$ cat src/rtl/dispense_controller.sv
// dispense_controller
//   Downstream end of the vending controller. Every cycle's vend/change code
//   is queued in a small FIFO. Entries are then played out one at a time to
//   the bottle motor and the coin ejector over four-phase req/ack handshakes,
//   so no event is lost while a mechanism is still busy.
//
// Optional feature macro: DISPENSE_TIMEOUT_EN
//   defined   : a handshake timer moves the FSM to FAULT when an ack edge
//               takes TIMEOUT cycles.
//   undefined : handshakes wait forever and fault is tied low.
//
// Ports
//   clk          system clock, rising edge
//   rst          asynchronous active-low reset
//   vend         bottle dispense event
//   change[1:0]  00 none, 01 one 50rs coin, 10 one 100rs coin, 11 treated as 00
//   motor_ack    bottle motor four-phase ack
//   coin_ack     coin ejector four-phase ack (shared by both tubes)
//   motor_req    bottle motor request
//   coin50_req   eject one 50rs coin
//   coin100_req  eject one 100rs coin
//   busy         FIFO non-empty or FSM not idle
//   full         FIFO holds DEPTH entries
//   overflow     sticky: an event was dropped
//   fault        sticky: handshake timeout
//   count        FIFO fill level
//   state        debug FSM state
module dispense_controller #(
  parameter int DEPTH   = 4,
  parameter int TIMEOUT = 255,
  parameter int TW      = 8
) (
  input  logic                   clk,
  input  logic                   rst,
  input  logic                   vend,
  input  logic [1:0]             change,
  input  logic                   motor_ack,
  input  logic                   coin_ack,
  output logic                   motor_req,
  output logic                   coin50_req,
  output logic                   coin100_req,
  output logic                   busy,
  output logic                   full,
  output logic                   overflow,
  output logic                   fault,
  output logic [$clog2(DEPTH):0] count,
  output logic [2:0]             state
);
  localparam int AW = $clog2(DEPTH);
  localparam int CW = AW + 1;

  if (DEPTH < 2 || DEPTH > 16 || (DEPTH & (DEPTH - 1)) != 0) begin : g_bad_depth
    $error("dispense_controller: DEPTH must be a power of two in 2..16");
  end
  if (TIMEOUT < 1 || TIMEOUT >= (1 << TW)) begin : g_bad_timeout
    $error("dispense_controller: TIMEOUT must be in 1..2**TW-1");
  end

  typedef enum logic [2:0] {
    S_IDLE      = 3'd0,
    S_MOTOR     = 3'd1,
    S_MOTOR_REL = 3'd2,
    S_COIN      = 3'd3,
    S_COIN_REL  = 3'd4,
    S_FAULT     = 3'd5
  } state_t;

  typedef struct packed {
    logic       vend;
    logic [1:0] chg;
  } entry_t;

  state_t        state_q, state_d;
  entry_t        mem_q [DEPTH];
  entry_t        mem_d [DEPTH];
  logic [AW-1:0] wr_ptr_q, wr_ptr_d, rd_ptr_q, rd_ptr_d;
  logic [CW-1:0] cnt_q, cnt_d;
  logic [1:0]    cur_chg_q, cur_chg_d;
  logic          motor_req_q, motor_req_d;
  logic          coin50_req_q, coin50_req_d;
  logic          coin100_req_q, coin100_req_d;
  logic          overflow_q, overflow_d;

  entry_t        in_ent, head;
  logic          ev, push, pop, fifo_full;

`ifdef DISPENSE_TIMEOUT_EN
  logic [TW-1:0] timer_q, timer_d;
  logic [TW:0]   timer_inc;
  logic          fault_q, fault_d;
`endif

  // Input decode and FIFO control
  always_comb begin
    in_ent.vend = vend;
    in_ent.chg  = (change == 2'b11) ? 2'b00 : change;
    ev          = in_ent.vend | (in_ent.chg != 2'b00);
    head        = mem_q[rd_ptr_q];
    fifo_full   = (cnt_q == CW'(DEPTH));
    // Pops happen only from IDLE, so a FAULT freezes the queue head.
    pop         = (state_q == S_IDLE) && (cnt_q != '0);
    // A full FIFO still takes the push when the head leaves on the same edge.
    push        = ev && (!fifo_full || pop);
  end

  always_comb begin
    mem_d    = mem_q;
    wr_ptr_d = wr_ptr_q;
    rd_ptr_d = rd_ptr_q;
    cnt_d    = cnt_q;
    if (push) begin
      mem_d[wr_ptr_q] = in_ent;
      wr_ptr_d        = wr_ptr_q + AW'(1);
    end
    if (pop) rd_ptr_d = rd_ptr_q + AW'(1);
    case ({push, pop})
      2'b10:   cnt_d = cnt_q + CW'(1);
      2'b01:   cnt_d = cnt_q - CW'(1);
      default: cnt_d = cnt_q;
    endcase
    overflow_d = overflow_q | (ev & ~push);
  end

  // FSM next state; request outputs are registered from the next state so
  // they change exactly on the edge that moves the FSM.
  always_comb begin
    state_d   = state_q;
    cur_chg_d = cur_chg_q;
    case (state_q)
      S_IDLE: if (pop) begin
        cur_chg_d = head.chg;
        state_d   = head.vend ? S_MOTOR : S_COIN;
      end
      S_MOTOR:     if (motor_ack)  state_d = S_MOTOR_REL;
      S_MOTOR_REL: if (!motor_ack) state_d = (cur_chg_q != 2'b00) ? S_COIN : S_IDLE;
      S_COIN:      if (coin_ack)   state_d = S_COIN_REL;
      S_COIN_REL:  if (!coin_ack)  state_d = S_IDLE;
      S_FAULT:     state_d = S_FAULT;
      default:     state_d = S_IDLE;
    endcase

`ifdef DISPENSE_TIMEOUT_EN
    // Timer runs only while a handshake state is held; any move clears it.
    timer_d   = '0;
    timer_inc = {1'b0, timer_q} + (TW+1)'(1);
    if ((state_d == state_q) &&
        (state_q inside {S_MOTOR, S_MOTOR_REL, S_COIN, S_COIN_REL})) begin
      if (timer_inc == (TW+1)'(TIMEOUT)) state_d = S_FAULT;
      else                               timer_d = timer_inc[TW-1:0];
    end
    fault_d = (state_d == S_FAULT);
`endif

    motor_req_d   = (state_d == S_MOTOR);
    coin50_req_d  = (state_d == S_COIN) && (cur_chg_d == 2'b01);
    coin100_req_d = (state_d == S_COIN) && (cur_chg_d == 2'b10);
  end

  always_ff @(posedge clk or negedge rst) begin
    if (!rst) begin
      state_q       <= S_IDLE;
      for (int i = 0; i < DEPTH; i++) mem_q[i] <= '0;
      wr_ptr_q      <= '0;
      rd_ptr_q      <= '0;
      cnt_q         <= '0;
      cur_chg_q     <= '0;
      motor_req_q   <= 1'b0;
      coin50_req_q  <= 1'b0;
      coin100_req_q <= 1'b0;
      overflow_q    <= 1'b0;
    end else begin
      state_q       <= state_d;
      mem_q         <= mem_d;
      wr_ptr_q      <= wr_ptr_d;
      rd_ptr_q      <= rd_ptr_d;
      cnt_q         <= cnt_d;
      cur_chg_q     <= cur_chg_d;
      motor_req_q   <= motor_req_d;
      coin50_req_q  <= coin50_req_d;
      coin100_req_q <= coin100_req_d;
      overflow_q    <= overflow_d;
    end
  end

`ifdef DISPENSE_TIMEOUT_EN
  always_ff @(posedge clk or negedge rst) begin
    if (!rst) begin
      timer_q <= '0;
      fault_q <= 1'b0;
    end else begin
      timer_q <= timer_d;
      fault_q <= fault_d;
    end
  end
  assign fault = fault_q;
`else
  assign fault = 1'b0;
`endif

  assign motor_req   = motor_req_q;
  assign coin50_req  = coin50_req_q;
  assign coin100_req = coin100_req_q;
  assign busy        = (cnt_q != '0) || (state_q != S_IDLE);
  assign full        = fifo_full;
  assign overflow    = overflow_q;
  assign count       = cnt_q;
  assign state       = state_q;

endmodule
$ cat config.mk
export PLATFORM = sky130hd
export DESIGN_NAME = dispense_controller
export DESIGN_NICKNAME = d
export VERILOG_FILES = /design/src/rtl/dispense_controller.sv
export SDC_FILE = /design/constraint.sdc
export NUM_CORES = 1
export LEC_CHECK = 0
export CAP_MARGIN = 20
export CORE_AREA = 5 5 56 58
export DETAILED_ROUTE_END_ITERATION = 16
export DIE_AREA = 0 0 61 63
export GPL_TIMING_DRIVEN = 1
export PLACE_DENSITY = 0.81
export SKIP_LAST_GASP = 1
export SYNTH_ARGS = -nofsm -noshare
export SYNTH_HDL_FRONTEND = slang
export SYNTH_SLANG_ARGS = --single-unit
$ cat constraint.sdc
create_clock -name clk -period 5.6 [get_ports clk]
set_input_delay 0.84 -clock clk [delete_from_list [all_inputs] [get_ports clk]]
set_output_delay 0.84 -clock clk [all_outputs]
set_load 0.005 [all_outputs]
# Yosys cells after proc, flatten, opt, wreduce, memory -nomap -nowiden
# Index checks and enable logic that the tools add are counted.
# classes
n_reduce_logical,14
n_eq_ne,13
n_lt_le_gt_ge,3
n_mux,18
add_sub_neg,4
bitwise,6
# op_table
operator,count
two-way mux 3 bit,8
case mux 3 bit (6 select lines),1
bitwise mux 12 bit,1
two-way mux 2 bit,5
"equality test 3 x 2 -> 1 bit, second input constant",3
"equality test 3 bit, second input constant",3
binary-select mux 3 bit (select 2 bit),1
demux 3 bit (select 2 bit),1
"equality test 2 bit, second input constant",3
"equality test 3 x 1 -> 1 bit, second input constant",2
">= comparator 3 bit, second input constant",2
NOT 2 -> 3 bit,2
case mux 3 bit (2 select lines),1
nonzero test 2 bit,3
nonzero test 3 bit,2
logical AND 1 bit,5
"adder 2 x 1 -> 2 bit, second input constant",2
"equality test 2 x 1 -> 1 bit, second input constant",2
"adder 3 x 1 -> 3 bit, second input constant",1
zero test 3 bit,1
"less-than comparator 3 x 1 -> 1 bit, second input constant",1
"subtractor 3 x 1 -> 3 bit, second input constant",1
logical OR 1 bit,2
OR 1 bit,2
other kinds (3),3
# totals
reg_bits,28
inputBits,7
out_inout_bits,13
word_cells,75

# Logic depth before layout (Yosys ltp)
# depth
ltp_word,9
mapped_depth,9
depth_no_buf,9

# Least setup slack after synthesis
# No wires, ideal clock.
# synth_timing
kind,input-to-reg
from,input change[0]
to,"register cnt_q[2], in the netlist count[2]"
n_path_buf,0
required_ns,5.475
path_stages,9
arrival_ns,2.344
setup_time_ns,0.125
slack_ns,3.130
cell_sequence,inv_1 ha_1 nor2b_1 and3_1 inv_1 fa_1 a21oi_1 a22oi_1 xnor2_1
# synth_between
elab_chain_cells,7
elab_cells_between_ends,9
# synth_lines
item,line_no,text
from (decl),36,"input logic [1:0] change,"
equality test 2 bit,96,in_ent.chg = (change == 2'b11) ? 2'b00 : change;
two-way mux 2 bit *,96,
nonzero test 2 bit *,97,ev = in_ent.vend | (in_ent.chg != 2'b00);
OR 1 bit *,97,
logical AND 1 bit *,103,push = ev && (!fifo_full || pop);
equality test 2 x 1 -> 1 bit or equality test 2 bit (tied branches),116,"case ({push, pop})"
case mux 3 bit (2 select lines) or nonzero test 2 bit (tied branches),--,
to (signal assigned),176,cnt_q <= cnt_d;
to (decl),77,"logic [CW-1:0] cnt_q, cnt_d;"
# Mark *: on every way between the ends. The rest lies on a longest branch, timed or not.
# A chain may end at the register's enable or synchronous reset.

# Worst setup path in the final report
# Ends and elaborated chain as after synthesis.

==> impl_summary.md <==
Synthesis
Counting every net in the synthesized netlist gives around 130. The cell count after synthesis came out at ~110. The sequential area share after synthesis is slightly below 50%.

The synthesized area per cell is about 12 sq um. The simple-gate area share of the yosys netlist is between 10% and 20%. The number of synthesized register bits is 28.

The synthesized netlist devotes between 6 and 7% of its cell area to compound gates. The adder-cell share of the synthesized area is under 10%. The main combinational cell family by area after synthesis is multiplexers.

The parity-gate share of the synthesized area counting xor and xnor cells is just over 3%. The combined area of all synthesized cells is 1420 sq um. The mux contribution to synthesized area is between 15 and 20%.

Yosys printed 0 warnings. In this run, distinct cell masters in the synthesized netlist total 36.

Route
After detailed routing, the average wire length per cell comes to around 15 microns. After detailed routing, the number of remaining DRC violations is 0. The total routed wirelength is approximately 2.4 mm. The number of vias after detailed routing is 903. The number of nets with antenna violations after detailed routing is 0.

The first routing iteration left 34 violations. The detailed-route vias per instance is 5.47. The first-pass detailed-route iteration total is 4.

Placed design
The routability-driven placement congestion ratio is 0.770. The number of instances in the placed design is between 150 and 200. The count of input and output buffers is 18.

The post-DP HPWL is 1.89 mm.

Global route
Global routing used a little over a quarter of the available met2 tracks. The total congestion overflow after global routing is 0. The first global-routing pass estimated between 4 and 5 mm of wire.

For met3 alone, demand over resource in global routing was around 3.7%. Entering global routing, the biggest net connects 29 pins. The number of antenna violations at the first check in global routing was 0. The total routing usage reported by global routing is between 15 and 20%. The via count of the first global-routing pass is a little over 1000. The layer carrying the most global-route usage is met2. In the global route stage, met1 resource usage came out at between 10% and 20%.

Worst setup path
The dominant delay contributor by cell family on the critical path is adder cells. The worst endpoint data arrival time is between 2 and 3 ns. The worst setup path is launched from an input port. The critical path is of the input port to flop type. The signal on the critical path passes through clkdlybuf4s50_1 -> inv_1 -> ha_1 -> nor2b_1 -> and3_1 -> inv_1 -> fa_1 -> a21oi_1 -> a22oi_1 -> xnor2_1. The worst reg2reg path endpoint is count[2].

The critical path crosses 10 cells after its start point. Tracing the worst setup path back leads to its startpoint at change[0]. The delay of the slowest cell on the worst path is approximately 0.48 ns.

The required time reported for the critical path endpoint is a little under 6 ns. In this design, the critical path's most frequently occurring cell is inv_1. The termination of the worst setup path is count[2]. The cell depth of the worst flop-to-flop path is 7. Counting both buffers and inverters, the worst setup path holds a total of 3. The worst register-to-register path begins at state[2]. STA classifies the critical path endpoint as a flop. The maximum fanout along the worst path is 3. The master of the slowest instance on the critical path is clkdlybuf4s50_1. Setup slack on the worst reg-to-reg path comes out at approximately 3.5 ns.

Power
The reported leakage power is about 0.73 nW. Per report_power, the clock group accounts for between 10% and 20% of the total. The net load switching power is roughly 0.35 mW. The share of total power in combinational logic is around half. The internal power component is between 0.6 and 0.7 mW.

The worst-case IR drop observed on VDD is around 0.00042 V. The switching share of total power is a little under two fifths. The part of the power in registers is between 30% and 40%. In this run the power density over the cells is 571 nW/um^2.

Cells and area
The area used by sequential logic in the layout is 701 sq um. The ratio of cells with drive above 1 in the final layout is roughly 25%. After the last flow step, the layout net total stands at between 100 and 150.

The number of inserted diodes is 0. The final cell count without fillers is ~170. Summing all multi-input logic gate instances after layout gives roughly 670 sq um. The final-layout fill cell count is between 200 and 250.

The area growth from synthesis to layout is 17.2%.

Timing
The final number of hold-violating endpoints is 0. The share of the clock period used by the worst path is between 40% and 50%. After layout, the minimum clock period comes to 2.76 ns. Setup repair after global routing left no endpoint under its margin. Between clock sinks in the finished design, the worst skew comes to between 0.004 and 0.005 ns. The number of pins exceeding their max-slew limit in the final report is 0. The aggregate negative setup slack is 0 ns. The maximum operating frequency is 362 MHz. The count of final setup violators is 0.

Outcome
The run finished with clean final reports.

CTS
The post-CTS setup-driven buffer insertion count is 0. The latest clock arrival within the worst-skew pair is roughly 0.33 ns. The CTS tree is built. The buffer cell driving the clock tree root is clkbuf_4. The maximum buffer depth of the clock tree is 2. The post-cts gate resize count is 0. The clock sink count is 28. The hold-fix buffer count after cts is 0.

In this run, CTS created clock tree buffers numbering 3. Clock-pin slew was measured on the worst setup and hold paths at about 0.15 ns. The number of levels in the clock H-tree is 1.

Floorplan
The y dimension of the die is between 60 and 70 microns. The floorplan has 19 rows. The floorplan step defined a die boundary enclosing 3840 sq um. The initial utilization of the core area, before any placement, comes to between 50% and 60%. The I/O pin count is 20. The core region is 2620 sq um. The die extent in x is 61 microns.

Run
The max capacitance violation total is 0.

Worst hold path
The worst hold path class is flop to flop.
metal layers:
layer | vias up | wire [microns]
met5 | - | 0
met4 | 0 | 46
met3 | 5 | 109
met2 | 18 | 1270
met1 | 449 | 1010
li1 | 431 | -
cell usage in the layout, fill, tap and decap left out, drive strengths merged, types with 3 or more instances in the layout:
cell,count
nor2,4
mux2,14
mux4,3
xnor2,5
o21ai,3
clkbuf,4
nand2,10
dfrtp,28
nor3,5
inv,10
ha,6
a21oi,3
clkdlybuf4s50,18
Yosys cell counts:
| master | number | area [sq um] |
|---|---|---|
| fa_1 | 1 | 20.0 |
| nor3b_2 | 1 | 12.5 |
| a22oi_1 | 1 | 7.51 |
| xnor2_1 | 5 | 43.8 |
| buf_2 | 1 | 5.00 |
| nor2_4 | 1 | 11.3 |
| nand2_1 | 9 | 33.8 |
| nor3_2 | 1 | 10.0 |
| a21bo_2 | 1 | 10.0 |
| nand2_2 | 1 | 6.26 |
| mux2_2 | 14 | 158 |
| conb_1 | 1 | 3.75 |
| o21bai_1 | 1 | 7.51 |
| a21oi_1 | 2 | 10.0 |
| a21oi_4 | 1 | 16.3 |
| nor2_1 | 3 | 11.3 |
| o21ai_0 | 3 | 15.0 |
| ha_1 | 6 | 75.1 |
| nor4b_2 | 2 | 30.0 |
| nor3_1 | 4 | 20.0 |
| inv_2 | 1 | 3.75 |
| nor2b_1 | 2 | 12.5 |
| or3_4 | 1 | 11.3 |
| o31ai_1 | 1 | 7.51 |
| mux2i_1 | 1 | 10.0 |
| nor4_2 | 1 | 12.5 |
| a211oi_2 | 1 | 12.5 |
| a211oi_1 | 1 | 7.51 |
| mux4_2 | 3 | 67.6 |
| clkbuf_2 | 1 | 5.00 |
| buf_4 | 1 | 7.51 |
| dfrtp_1 | 28 | 701 |
| nand2b_1 | 2 | 12.5 |
| and3_1 | 1 | 6.26 |
| inv_1 | 9 | 33.8 |
| or3_1 | 1 | 6.26 |
how the worst min path moves through the flow:
stage / start / endpoint / cells past startpoint
4_1_cts: overflow / overflow / 1
3_3_place_gp: mem_q[8] / mem_q[8] / 1
2_1_floorplan: overflow / overflow / 1
6_report: overflow / overflow / 1
5_1_grt: overflow / overflow / 1
3_5_place_dp: overflow / overflow / 1
logic make-up (layout without fill, tap and decap cells):
family,Yosys count,after routing
flip-flops,28,28
buffers and inverters,13,33
adder cells (fa/ha/maj),7,7
AO/OA/AOI/OAI,12,12
other,1,1
multiplexers,18,18
XOR/XNOR,5,5
AND/OR/NAND/NOR,30,30
layout make-up:
| cell class | instances | area share (%) |
|---|---|---|
| Clock buffer | 4 | 2.17 |
| Inverter | 10 | 2.25 |
| Multi-Input combinational cell | 73 | 40.0 |
| Timing Repair Buffer | 19 | 11.2 |
| Sequential cell | 28 | 42.0 |
| Tap cell | 31 | 2.32 |
registers in the layout, indices dropped and copies added (netlist names):
| name | flops |
|---|---|
| mem_q | 12 |
| count | 3 |
| state | 3 |
| cur_chg_q | 2 |
| rd_ptr_q | 2 |
| wr_ptr_q | 2 |
| coin100_req | 1 |
| coin50_req | 1 |
| motor_req | 1 |
| overflow | 1 |
worst reg2reg max path, delay by kind of cell, from the launching register on:
kind	cells	cell delay, ns
buf+inv	1	0.06
fa+ha+maj	1	0.37
compound gates	2	0.22
flops	1	0.49
xor+xnor	1	0.14
simple gates	2	0.70
metrics by stage:
| stage | instance area [sq um] | util, % | setup slack [ns] | hold WS [ns] | total power, mW |
|---|---|---|---|---|---|
| floorplan | 1420 | - | 3.13 | 0.468 | 0.712 |
| global placement | 1630 | 62.4 | 2.54 | 0.482 | 0.836 |
| detailed placement | 1630 | 62.4 | 2.46 | 0.473 | 0.866 |
| CTS | 1670 | 63.8 | 2.83 | 0.509 | 0.965 |
| global route | 1670 | 63.8 | 2.70 | 0.538 | 1.03 |
| finish | 1670 | 63.8 | 2.84 | 0.506 | 0.953 |
power groups by stage:
stage               Combinational, mW  Clock [mW]  Sequential [mW]
CTS                             0.484       0.101            0.380
finish                          0.474      0.0990            0.380
global placement                0.457           0            0.379
global route                    0.526       0.110            0.398
floorplan                       0.355           0            0.357
detailed placement              0.481           0            0.385
Note: power is estimated with default switching activity, not from simulation.
